<file path="config.mk">
export PLATFORM = sky130hd
export DESIGN_NAME = lcd_byte_sequencer
export DESIGN_NICKNAME = d
export VERILOG_FILES = /design/src/rtl/lcd_byte_sequencer_pkg.sv /design/src/rtl/lcd_wait_timer.sv /design/src/rtl/lcd_byte_sequencer.sv
export SDC_FILE = /design/constraint.sdc
export NUM_CORES = 1
export LEC_CHECK = 0
export ABC_CLOCK_PERIOD_IN_PS = 11000
export CAP_MARGIN = 10
export CORE_MARGIN = 4
export CORE_UTILIZATION = 45
export DETAILED_ROUTE_END_ITERATION = 12
export PLACE_DENSITY = 0.63
export SYNTH_ARGS = -nofsm -noshare
export SYNTH_HDL_FRONTEND = slang
export SYNTH_SLANG_ARGS = --single-unit
</file>
<file path="constraint.sdc">
create_clock -name Clock -period 11 [get_ports Clock]
set_clock_uncertainty 0.1 [all_clocks]
set_input_delay 2.2 -clock Clock [delete_from_list [all_inputs] [get_ports Clock]]
set_output_delay 2.2 -clock Clock [all_outputs]
set_load 0.05 [all_outputs]
</file>
<file path="src/rtl/lcd_byte_sequencer_pkg.sv">
// Shared state encoding, default 50 MHz timing and LCD opcodes used by the
// byte sequencer and the power-on init controller.
package lcd_byte_sequencer_pkg;

    typedef enum logic [2:0] {
        ST_IDLE     = 3'd0,
        ST_HI_SETUP = 3'd1,
        ST_HI_PULSE = 3'd2,
        ST_GAP      = 3'd3,
        ST_LO_SETUP = 3'd4,
        ST_LO_PULSE = 3'd5,
        ST_WAIT     = 3'd6
    } seq_state_t;

    localparam int unsigned DEF_SETUP_CYCLES      = 32'd2;
    localparam int unsigned DEF_E_PULSE_CYCLES    = 32'd12;
    localparam int unsigned DEF_NIBBLE_GAP_CYCLES = 32'd50;
    localparam int unsigned DEF_BYTE_WAIT_CYCLES  = 32'd2000;
    localparam int unsigned DEF_CLEAR_WAIT_CYCLES = 32'd82000;

    localparam logic [7:0] CMD_CLEAR = 8'h01;
    localparam logic [7:0] CMD_HOME  = 8'h02;

    // Clear Display and Return Home (0x00..0x03 as commands) need the long wait.
    function automatic logic needs_long_wait(input logic rs, input logic [7:0] data);
        return !rs && ((data[7:1] == CMD_CLEAR[7:1]) || (data[7:1] == CMD_HOME[7:1]));
    endfunction

endpackage

</file>
<file path="src/rtl/lcd_wait_timer.sv">
// Loadable 32-bit cycle counter; done flags the last cycle of a length-cycle interval.
module lcd_wait_timer (
    input  logic        clk,
    input  logic        rst,
    input  logic        load,
    input  logic [31:0] length,
    output logic        done
);

    logic [31:0] count_r;

    // Count cycles since the last load.
    always_ff @(posedge clk) begin
        if (rst || load) begin
            count_r <= 32'd0;
        end else begin
            count_r <= count_r + 32'd1;
        end
    end

    assign done = (count_r == length - 32'd1);

endmodule

</file>
<file path="src/rtl/lcd_byte_sequencer.sv">
// Writes one command/data byte to the 4-bit character LCD as two E-strobed
// nibbles, followed by the execution wait the LCD needs for that byte.
module lcd_byte_sequencer
    import lcd_byte_sequencer_pkg::*;
#(
    parameter int unsigned SETUP_CYCLES      = DEF_SETUP_CYCLES,
    parameter int unsigned E_PULSE_CYCLES    = DEF_E_PULSE_CYCLES,
    parameter int unsigned NIBBLE_GAP_CYCLES = DEF_NIBBLE_GAP_CYCLES,
    parameter int unsigned BYTE_WAIT_CYCLES  = DEF_BYTE_WAIT_CYCLES,
    parameter int unsigned CLEAR_WAIT_CYCLES = DEF_CLEAR_WAIT_CYCLES
) (
    input  logic       Clock,
    input  logic       Reset,
    input  logic       iValid,
    output logic       oReady,
    input  logic [7:0] iByte,
    input  logic       iRegisterSelect,
    output logic       oBusy,
    output logic       oLCD_Enabled,
    output logic       oLCD_RegisterSelect,
    output logic [3:0] oLCD_Data,
    output logic       oLCD_ReadWrite,
    output logic       oLCD_StrataFlashControl
);

    seq_state_t  state_r;
    logic        ready_r;
    logic        e_r;
    logic [3:0]  data_r;
    logic        rs_r;
    logic [3:0]  lo_nibble_r;
    logic        long_wait_r;
    logic [31:0] length_s;
    logic        load_s;
    logic        done_s;

    // Select the duration of the state currently being timed.
    always_comb begin
        length_s = 32'd1;
        case (state_r)
            ST_HI_SETUP, ST_LO_SETUP: length_s = SETUP_CYCLES;
            ST_HI_PULSE, ST_LO_PULSE: length_s = E_PULSE_CYCLES;
            ST_GAP:                   length_s = NIBBLE_GAP_CYCLES;
            ST_WAIT:                  length_s = long_wait_r ? CLEAR_WAIT_CYCLES : BYTE_WAIT_CYCLES;
            default:                  length_s = 32'd1;
        endcase
    end

    // The timer restarts on every state change and is held clear while idle.
    assign load_s = (state_r == ST_IDLE) || done_s;

    lcd_wait_timer u_timer (
        .clk    (Clock),
        .rst    (Reset),
        .load   (load_s),
        .length (length_s),
        .done   (done_s)
    );

    // Sequencer FSM; every LCD pin is driven straight from a register.
    always_ff @(posedge Clock) begin
        if (Reset) begin
            state_r     <= ST_IDLE;
            ready_r     <= 1'b1;
            e_r         <= 1'b0;
            data_r      <= 4'h0;
            rs_r        <= 1'b0;
            lo_nibble_r <= 4'h0;
            long_wait_r <= 1'b0;
        end else begin
            case (state_r)
                ST_IDLE: begin
                    if (iValid) begin
                        state_r     <= ST_HI_SETUP;
                        ready_r     <= 1'b0;
                        data_r      <= iByte[7:4];
                        rs_r        <= iRegisterSelect;
                        lo_nibble_r <= iByte[3:0];
                        long_wait_r <= needs_long_wait(iRegisterSelect, iByte);
                    end
                end
                ST_HI_SETUP: begin
                    if (done_s) begin
                        state_r <= ST_HI_PULSE;
                        e_r     <= 1'b1;
                    end
                end
                ST_HI_PULSE: begin
                    if (done_s) begin
                        state_r <= ST_GAP;
                        e_r     <= 1'b0;
                    end
                end
                ST_GAP: begin
                    if (done_s) begin
                        state_r <= ST_LO_SETUP;
                        data_r  <= lo_nibble_r;
                    end
                end
                ST_LO_SETUP: begin
                    if (done_s) begin
                        state_r <= ST_LO_PULSE;
                        e_r     <= 1'b1;
                    end
                end
                ST_LO_PULSE: begin
                    if (done_s) begin
                        state_r <= ST_WAIT;
                        e_r     <= 1'b0;
                    end
                end
                ST_WAIT: begin
                    if (done_s) begin
                        state_r <= ST_IDLE;
                        ready_r <= 1'b1;
                    end
                end
                default: begin
                    state_r <= ST_IDLE;
                    ready_r <= 1'b1;
                    e_r     <= 1'b0;
                end
            endcase
        end
    end

    // ready_r resets to 1 so the sequencer is ready the moment Reset drops.
    assign oReady                  = ready_r & ~Reset;
    assign oBusy                   = ~ready_r;
    assign oLCD_Enabled            = e_r;
    assign oLCD_RegisterSelect     = rs_r;
    assign oLCD_Data               = data_r;
    assign oLCD_ReadWrite          = 1'b0;
    assign oLCD_StrataFlashControl = 1'b1;

endmodule

</file>
* After elaboration in Yosys (flattened, before gate mapping)
Index checks and enable logic that the tools add are counted. W data, S select, Z words.
Storage, ports and cells: register bits after elaboration 47, input port bits 12, output and inout port bits 10, word-level logic and storage cells 67
Cells by class: add/sub/neg operators 2, equality and inequality tests 17, muxes and demuxes 18, bitwise operators 5, reduce and logical (&&, ||, !) cells 17
Operator list (count):
- $pmux W17 S4 | 1
- $add A32 B1 Y32 const B | 1
- $eq A32 B32 Y1 | 1
- $mux W3 | 7
- $pmux W3 S7 | 1
- $sub A17 B1 Y18 const B | 1
- $mux W17 | 1
- $ne A2 B2 Y1 const B | 7
- $eq A3 B3 Y1 const B | 3
- $reduce_and A3 Y1 | 3
- $mux W4 | 2
- $pmux W4 S2 | 1
- $eq A7 B1 Y1 const B | 1
- $logic_not A7 Y1 | 1
- $reduce_and A7 Y1 | 1
- $eq A3 B2 Y1 const B | 2
- $pmux W1 S3 | 2
- $reduce_or A5 Y1 | 1
- $ne A2 B1 Y1 const B | 2
- $not A1 Y1 | 4
- $reduce_or A2 Y1 | 2
- $eq A3 B1 Y1 const B | 1
- $logic_not A3 Y1 | 1
- $logic_or A1 B1 Y1 | 3
- other kinds (7) | 9

* Longest topological paths before layout
Gate-level depths: netlist (run 1).
depth after elaboration 7, depth in mapped cells 16, depth with buffers taken out 12

* Hierarchy
Synthesis (run 1) repeated with hierarchy kept, for this count alone.
Second synthesis, totals: cells, all modules 448, area, all modules 3529.6 um2
Modules (own cells, without submodules):
- lcd_wait_timer | instances 1, cells an instance 342, area each 2676.3 um2
- lcd_byte_sequencer | instances 1, cells an instance 106, area each 853.3 um2

* Worst setup path before layout (run 1)
OpenSTA, ideal clock, no wires.
path kind input -> output, start point input port Reset, end point output port oReady, data arrival time 3053 ps, setup slack 5647 ps, stages on the path 2, buffers on the path 1, cells stage by stage buf_1 > nor2_1
On the way: cells in the longest elaborated chain, start to end 2
RTL lines:
- start, declared | RTL line lcd_byte_sequencer.sv:13 | input logic Reset,
- $not A1 Y1 | RTL line lcd_byte_sequencer.sv:128 | assign oReady = ready_r & ~Reset;
- $and A1 B1 Y1 | RTL line lcd_byte_sequencer.sv:128
- end, declared | RTL line lcd_byte_sequencer.sv:15 | output logic oReady,
Every way passes these cells.

* Final worst setup path (run 1)
Ends and elaborated chain as after synthesis.

==> results of run 1 <==
-- layer usage --
layer	global-route usage, %	wire length, um	up-vias
met2	25.3	2580	28
met3	3.79	220	5
met1	23.2	2830	1045
met4	3.45	42	0
li1	-	-	1176
met5	0	0	-
-- logic make-up (layout without fill, tap and decap cells) --
| kind of cell | Yosys count | in the layout | synth area share (%) |
|---|---|---|---|
| and+or+nand+nor | 170 | 170 | 32.5 |
| buffers and inverters | 30 | 36 | 5.76 |
| AOI/OAI and AO/OA | 45 | 45 | 12.2 |
| adders and majority gates | 3 | 3 | 1.39 |
| xor gates and xnor gates | 35 | 35 | 11.4 |
| other | 2 | 2 | 0.279 |
| muxes | 4 | 4 | 1.53 |
| DFF | 47 | 47 | 35.0 |
-- final cells by class --
type	count	area (um^2)	share of cell area [%]
Tap cell	72	90.1	3.05
Timing Repair Buffer	20	198	6.69
Clock buffer	6	82.6	2.80
Multi-Input combinational cell	259	1600	54.0
Inverter	8	30.0	1.02
Clock inverter	2	16.3	0.551
Sequential cell	47	941	31.9
-- flip-flops by register name, summed over array words and instances, names as in the netlist --
signal,cells
lo_nibble_r,4
long_wait_r,1
oLCD_Data,4
oLCD_Enabled,1
oLCD_RegisterSelect,1
ready_r,1
state_r,3
u_timer.count_r,32
-- power by group through the flow --
stage / clock, mW / sequential, mW / combinational (mW)
detailed placement: 0 / 0.212 / 0.211
CTS: 0.117 / 0.208 / 0.213
global placement: 0 / 0.212 / 0.211
finish: 0.113 / 0.208 / 0.210
floorplan: 0 / 0.209 / 0.182
global route: 0.125 / 0.212 / 0.234
-- critical path, stage by stage --
cell	delay, ns
clkdlybuf4s50_1	0.65
nor2_1	0.18
clkdlybuf4s50_1	0.82
-- layout by cell type (no fill, tap or decap), types with 8 or more instances in the layout --
master and count:
nand4_1 17, dfxtp_1 47, clkdlybuf4s50_1 19, xor2_1 24
nor2_1 53, nand2_1 39, a21oi_1 14, inv_1 8
and3_1 9, xnor2_1 11
-- stage by stage --
step / instance area [um^2] / util, %
final: 2950 / 52.3
after global routing: 2950 / 52.3
after detailed placement: 2850 / 50.6
after global placement: 2850 / 50.6
after floorplan: 2690 / -
after CTS: 2950 / 52.3
-- path summary, 6_finish.rpt --
path                            cells past startpoint            from                  to  slack (ns)
worst max register to register                     12      state_r[0]  u_timer.count_r[2]        6.47
worst min register to register                      2  lo_nibble_r[2]      lo_nibble_r[2]        0.36
worst min-delay path                                2  lo_nibble_r[2]      lo_nibble_r[2]        0.36
worst max-delay path                                3           Reset              oReady        4.85
==> flow_summary.ini, run 1 <==
[global_route]
grt_pass1_wl_um = 9830
overflow = 0
first_global_vias = 2048
grt_max_degree = 33
antenna_found_initial = 0
grt_usage_pct = 16.4

[layout]
antenna_cells = 0
final_nets = 356
final_cell_count_no_fill = 414
area_delta_synth_final_pct = 9.72
fill_cells = 542
drive_above_1_share_pct = 5.26

[place]
globalplace.congestion = 0.768
portBuffers = 19
dp_slack_ns = 4.85
hpwl_um = 3980
placed_cells = 406

[clocking]
clk_latency_ns = 0.30
path_clk_slew_ns = 0.09
post_cts_resized = 0
htree_levels = 2
clock-root-buffer = clkbuf_8
cts.sinks = 47
clockBufferDepth = 2
cts_hold_buffers = 0
cts_tree = built
cts_setup_buffers = 0
cts_inserted_buffers = 5

[worst_hold_path]
min_path_type = register to register

[yosys]
synth.area.top_cells = dfxtp_1, xor2_1, nor2_1
ys_types = 58
seq_area_frac_synth_pct = 35.0
synth_edf_count = 0
yosysWarnings = 0
ys_top_cells_by_count = nor2_1, dfxtp_1, nand2_1, xor2_1, nand4_1
yosys.area.top_type_share_pct = 35.0
ys_seq_elements = 47
syn-instance-count = 336
async_flop_share_pct = 0
synth_top_area_cell = dfxtp_1
ys.flop_type = dfxtp_1
netlist_area_um2 = 2690
synth.most_common_cell = nor2_1
syn_avg_cell_area_um2 = 8.01
syn-num-nets = 351

[timing]
grt_setup_unrepaired = no
hold-worst-slack_ns = 0.361
fmax_ghz = 0.163
tightest_slew_ns = 1.07
setup_viol = 0
timing.setup.tns_ns = 0
period_needed_ns = 6.15
fin_ws_ns = 4.85
slew_headroom_pct = 28.9
fin_crit_sh_pct = 55.9
hold_violations = 0
slew_viol_final = 0

[critical_path]
arrival_ns = 3.85
required_ns = 8.70
critPathKind = input pin to primary output
cp-start-kind = input pin
crit_path_end_kind = primary output
cp_max_fo = 13

[power_and_ir_drop]
p_clk_share_pct = 21.2
leakage_nw = 1.02
p_sw_mw = 0.213
intPower_mw = 0.319
ir_worst_vdd_v = 0.0000732
total_power_mw = 0.531
p_seq_share_pct = 39.2
cellPowerDensity_nw_per_um2 = 180
switching_share_pct = 40.0
power_frac_comb_pct = 39.5

[route]
drtAntennaViolNets = 0
wire_per_inst_um = 13.7
drt_iter0_markers = 117
firstDrtPassIters = 4
wl_um = 5670
drt-vias-per-instance = 5.44
dr_total_vias = 2254
drcViolationCount = 0

[floorplanning]
die_h_um = 85.3
rows = 27
io_pins = 22
initial_core_util_pct = 47.7
die_w_um = 85.3
dieArea_um2 = 7280
coreArea_um2 = 5640

[run]
drv_cap = 0

[status]
status = completed
(Power assumes the default switching activity.)
==> run 2: changes to the inputs <==
Settings changed: ABC_CLOCK_PERIOD_IN_PS 11000 to 6400.
Clock period 11 ns to 6.4 ns, I/O delays scaled along.
==> run 2 against run 1 <==
  * Register-to-register slack lost 4.5 ns
  * Design area shrank 0.13%
  * Largest power group unchanged
  * Routed wire length grew 1.3%
  * Critical path depth grew 9
  * Clock power grew 67%
  * First-iteration DRC count grew 31%
  * Combinational power grew 72%
  * Core utilization shrank 0.067 points
  * Sequential share of layout area is essentially flat
  * Global-route usage shrank 0.083 points
  * Setup slack lost 2.9 ns
==> flow_summary.ini, run 2 (synthesis gave the netlist of run 1 again) <==
[status]
status = completed

[worst_hold_path]
hold_depth = 2
min_from = oLCD_RegisterSelect
min_path_type = register to register
worstHoldEndpoint = oLCD_RegisterSelect

[timing]
grt_setup_unrepaired = no
fin_crit_sh_pct = 69.9
period_needed_ns = 4.47
tightest_slew_ns = 1.10
hold_violations = 0
setup_viol = 0
fmax_ghz = 0.224
timing.setup.tns_ns = 0
slew_viol_final = 0
slew_headroom_pct = 26.8

[clocking]
path_clk_slew_ns = 0.09
clock-root-buffer = clkbuf_8
cts.sinks = 47
clk_latency_ns = 0.30
cts_tree = built
clockBufferDepth = 2
cts_setup_buffers = 0
htree_levels = 2
cts_inserted_buffers = 5
cts_hold_buffers = 0
post_cts_resized = 0

[floorplanning]
die_w_um = 85.3
initial_core_util_pct = 47.7
rows = 27
dieArea_um2 = 7280
coreArea_um2 = 5640
io_pins = 22
die_h_um = 85.3

[layout]
mostFrequentLayoutCells = nor2_1, dfxtp_1, nand2_1
largest_register_ffs = 32
fill_cells = 539
antenna_cells = 0
utilization_pct = 52.3
final_common_cell = nor2_1
drive_above_1_share_pct = 4.97
final_cell_count_no_fill = 414
regMostFlops = u_timer.count_r
final_cell_area_um2 = 2950
final_nets = 356
regArea_um2 = 941
area_delta_synth_final_pct = 9.58
multi_input_area_um2 = 1600

[route]
drcViolationCount = 0
drtAntennaViolNets = 0
wire_per_inst_um = 13.9
drt_iter0_markers = 153
dr_total_vias = 2256
firstDrtPassIters = 4
drt-vias-per-instance = 5.45
wl_um = 5740

[power_and_ir_drop]
ir_worst_vdd_v = 0.000165
cellPowerDensity_nw_per_um2 = 309
leakage_nw = 1.02
total_power_mw = 0.910

[place]
portBuffers = 19
globalplace.congestion = 0.855
placed_area_um2 = 2850
hpwl_um = 4060
placed_cells = 406

[global_route]
grt_usage_pct = 16.3
grt_max_degree = 33
grt_pass1_wl_um = 9830
antenna_found_initial = 0
first_global_vias = 2085
overflow = 0

[critical_path]
critPathKind = register to register
timing.rr.start = state_r[1]
cp_max_fo = 32
arrival_ns = 4.52
r2r_cells = 12
required_ns = 6.45
rrSetupSlack_ns = 1.93
r2r-end = u_timer.count_r[15]
crit_path_end_kind = register
cp-start-kind = register

[run]
drv_cap = 0
## run 2: final cells by class
class | instances | share of cell area, %
clock buffer | 7 | 2.93
multi-input combinational | 259 | 54.1
tap | 72 | 3.05
timing repair buffer | 20 | 6.70
sequential | 47 | 31.9
inverter | 8 | 1.02
clock inverter | 1 | 0.297
## run 2: worst max-delay path, stage by stage, from the launching register on
cell	delay (ns)
dfxtp_1	0.83
inv_1	0.27
nor2_1	0.16
nor2_1	0.07
ha_1	0.29
ha_1	0.28
and3_1	0.21
a211oi_2	0.16
xnor2_1	0.11
nor4_1	0.36
nor3b_4	0.44
or3_1	0.90
nor2_1	0.12
## run 2: report_power, final
| group | total, mW | internal [mW] | switching [mW] |
|---|---|---|---|
| Sequential | 0.359 | 0.314 | 0.0454 |
| Combinational | 0.362 | 0.146 | 0.217 |
| Clock | 0.189 | 0.0886 | 0.0999 |
| Total | 0.910 | 0.548 | 0.362 |
## run 2: worst max path at each step
stage	slack (ns)	cells past startpoint	from	endpoint
2_1_floorplan	2.89	2	Reset	oReady
3_3_place_gp	2.02	12	state_r[1]	u_timer.count_r[5]
3_5_place_dp	1.90	12	state_r[1]	u_timer.count_r[15]
4_1_cts	1.89	12	state_r[1]	u_timer.count_r[15]
5_1_grt	1.42	12	state_r[1]	u_timer.count_r[15]
6_report	1.93	12	state_r[1]	u_timer.count_r[15]
## run 2: per-layer routing
metal  wire length [um]  track usage (%)  vias up
li1                   -                -     1169
met2               2520             25.8       35
met1               2920             22.2     1047
met4                 41             4.46        0
met3                255             3.50        5
met5                  0                0        -
## run 2: through the flow
stage          hold WS [ns]  setup slack (ns)
2_1_floorplan         0.337              2.89
4_1_cts               0.367              1.89
3_3_place_gp          0.344              2.02
3_5_place_dp          0.352              1.90
5_1_grt               0.389              1.42
6_report              0.360              1.93
==> run 3: changes to the inputs <==
Settings changed: ABC_CLOCK_PERIOD_IN_PS 6400 to 4600.
Clock period 6.4 ns to 4.6 ns, I/O delays scaled along.
==> run 3 against run 2 <==
  * Count of clock-buffer cells in the layout shrank 1
  * Hold slack gained 0.0038 ns
  * Final cell count grew 0.72%
  * Core utilization grew 0.47 points
  * Design area grew 0.89%
  * Routed wire length grew 2.9%
  * Combinational power grew 52%
  * Setup slack lost 1.1 ns
  * Largest power group unchanged
  * Highest routed layer unchanged
==> flow_summary.ini, run 3 (synthesis gave the netlist of run 1 again) <==
[layout]
mostFrequentLayoutCells = nor2_1, dfxtp_1, nand2_1
area_delta_synth_final_pct = 10.6
final_cell_area_um2 = 2980
fill_cells = 570
drive_above_1_share_pct = 6.09
regMostFlops = u_timer.count_r
final_cell_count_no_fill = 417
antenna_cells = 0
final_nets = 359
final_common_cell = nor2_1
largest_register_ffs = 32

[global_route]
first_global_vias = 2082
antenna_found_initial = 0
grt_usage_pct = 16.7
grt_max_degree = 33
grt_pass1_wl_um = 10100
overflow = 0

[route]
wl_um = 5910
drcViolationCount = 0
firstDrtPassIters = 4
drt-vias-per-instance = 5.52
dr_total_vias = 2302
wire_per_inst_um = 14.2
drt_iter0_markers = 125
drtAntennaViolNets = 0

[critical_path]
cp-start-kind = register
crit_buf_inv = 2
cp_top_family = simple AND/OR/NAND/NOR gates
max_stage_delay_ns = 0.63
worstPathCellList = buf_4, mux2i_1, ha_1, ha_1, xor2_1, nand4_1, a2111oi_2, nand4_1, nor3b_4, or3_1, buf_4, nor2_1
critPathKind = register to register
critPathSlowestCell = dfxtp_1
r2r_cells = 12
rrSetupSlack_ns = 0.84
timing.rr.start = state_r[2]
r2r-end = u_timer.count_r[27]
arrival_ns = 3.84
crit_path_end_kind = register
cp_max_fo = 32
required_ns = 4.68

[power_and_ir_drop]
power_frac_comb_pct = 42.7
intPower_mw = 0.774
total_power_mw = 1.29
leakage_nw = 1.03
p_clk_share_pct = 20.4
switching_share_pct = 40.0
p_seq_share_pct = 36.9
p_sw_mw = 0.516
cellPowerDensity_nw_per_um2 = 433
ir_worst_vdd_v = 0.000226

[floorplanning]
die_h_um = 85.3
die_w_um = 85.3
initial_core_util_pct = 47.7
io_pins = 22
dieArea_um2 = 7280
coreArea_um2 = 5640
rows = 27

[clocking]
post_cts_resized = 0
clock-root-buffer = clkbuf_8
clk_latency_ns = 0.29
cts.sinks = 47
cts_tree = built
htree_levels = 2
cts_inserted_buffers = 5
path_clk_slew_ns = 0.09
clockBufferDepth = 2
cts_setup_buffers = 0
cts_hold_buffers = 0

[place]
globalplace.congestion = 0.938
placed_cells = 409
portBuffers = 19
placed_area_um2 = 2880
hpwl_um = 4280
dp_slack_ns = 0.854

[run]
drv_cap = 0

[timing]
slew_headroom_pct = 65.5
slew_viol_final = 0
period_needed_ns = 3.76
fin_crit_sh_pct = 81.8
timing.setup.tns_ns = 0
setup_viol = 0
grt_setup_unrepaired = no
fmax_ghz = 0.266
fin_ws_ns = 0.836
hold_violations = 0
tightest_slew_ns = 0.516

[worst_hold_path]
worstHoldEndpoint = oLCD_RegisterSelect
min_path_type = register to register
hold_depth = 2
min_from = oLCD_RegisterSelect

[status]
status = completed
run 3: cell types whose count changed in the layout (fill, tap and decap cells not counted), sizes merged:
cell / before / now
buf: 1 / 4
clkinvlp: 0 / 1
clkbuf: 7 / 6
run 3: final cells by class:
type / instances / area [um^2] / share of cell area [%]
multi-input combinational: 259 / 1600 / 53.6
sequential: 47 / 941 / 31.6
timing repair buffer: 23 / 220 / 7.40
tap: 72 / 90.1 / 3.03
clock buffer: 6 / 82.6 / 2.78
inverter: 8 / 30.0 / 1.01
clock inverter: 2 / 16.3 / 0.547
run 3: routing by layer:
metal / up-vias / track usage, % / wire, um
li1: 1187 / - / -
met1: 1070 / 24.2 / 2960
met2: 43 / 25.8 / 2620
met3: 2 / 3.11 / 304
met4: 0 / 3.17 / 25
met5: - / 0 / 0
run 3: worst max path at each step:
stage                          start                   to  slack, ns  cells after the start
final                     state_r[2]  u_timer.count_r[27]       0.84                     12
after global routing      state_r[2]  u_timer.count_r[27]       0.46                     12
after CTS                 state_r[2]  u_timer.count_r[27]       0.83                     12
after detailed placement  state_r[2]  u_timer.count_r[27]       0.85                     12
after global placement    state_r[2]  u_timer.count_r[23]       0.94                     12
after floorplan           state_r[2]   u_timer.count_r[0]       1.17                     15
run 3: worst min-delay path, stage by stage (launching register included):
cell	delay (ns)
dfxtp_1	0.32
nand2_1	0.05
a21oi_1	0.05
run 3: stage by stage:
step	hold slack [ns]	utilization, %
global route	0.396	52.7
finish	0.364	52.7
global placement	0.349	51.0
floorplan	0.337	-
detailed placement	0.350	51.0
CTS	0.368	52.7
run 3: power groups by stage:
stage	Clock, mW	Combinational (mW)	Sequential [mW]
floorplan	0	0.435	0.499
global placement	0	0.542	0.484
detailed placement	0	0.548	0.485
CTS	0.276	0.550	0.476
global route	0.291	0.607	0.483
finish	0.262	0.551	0.476
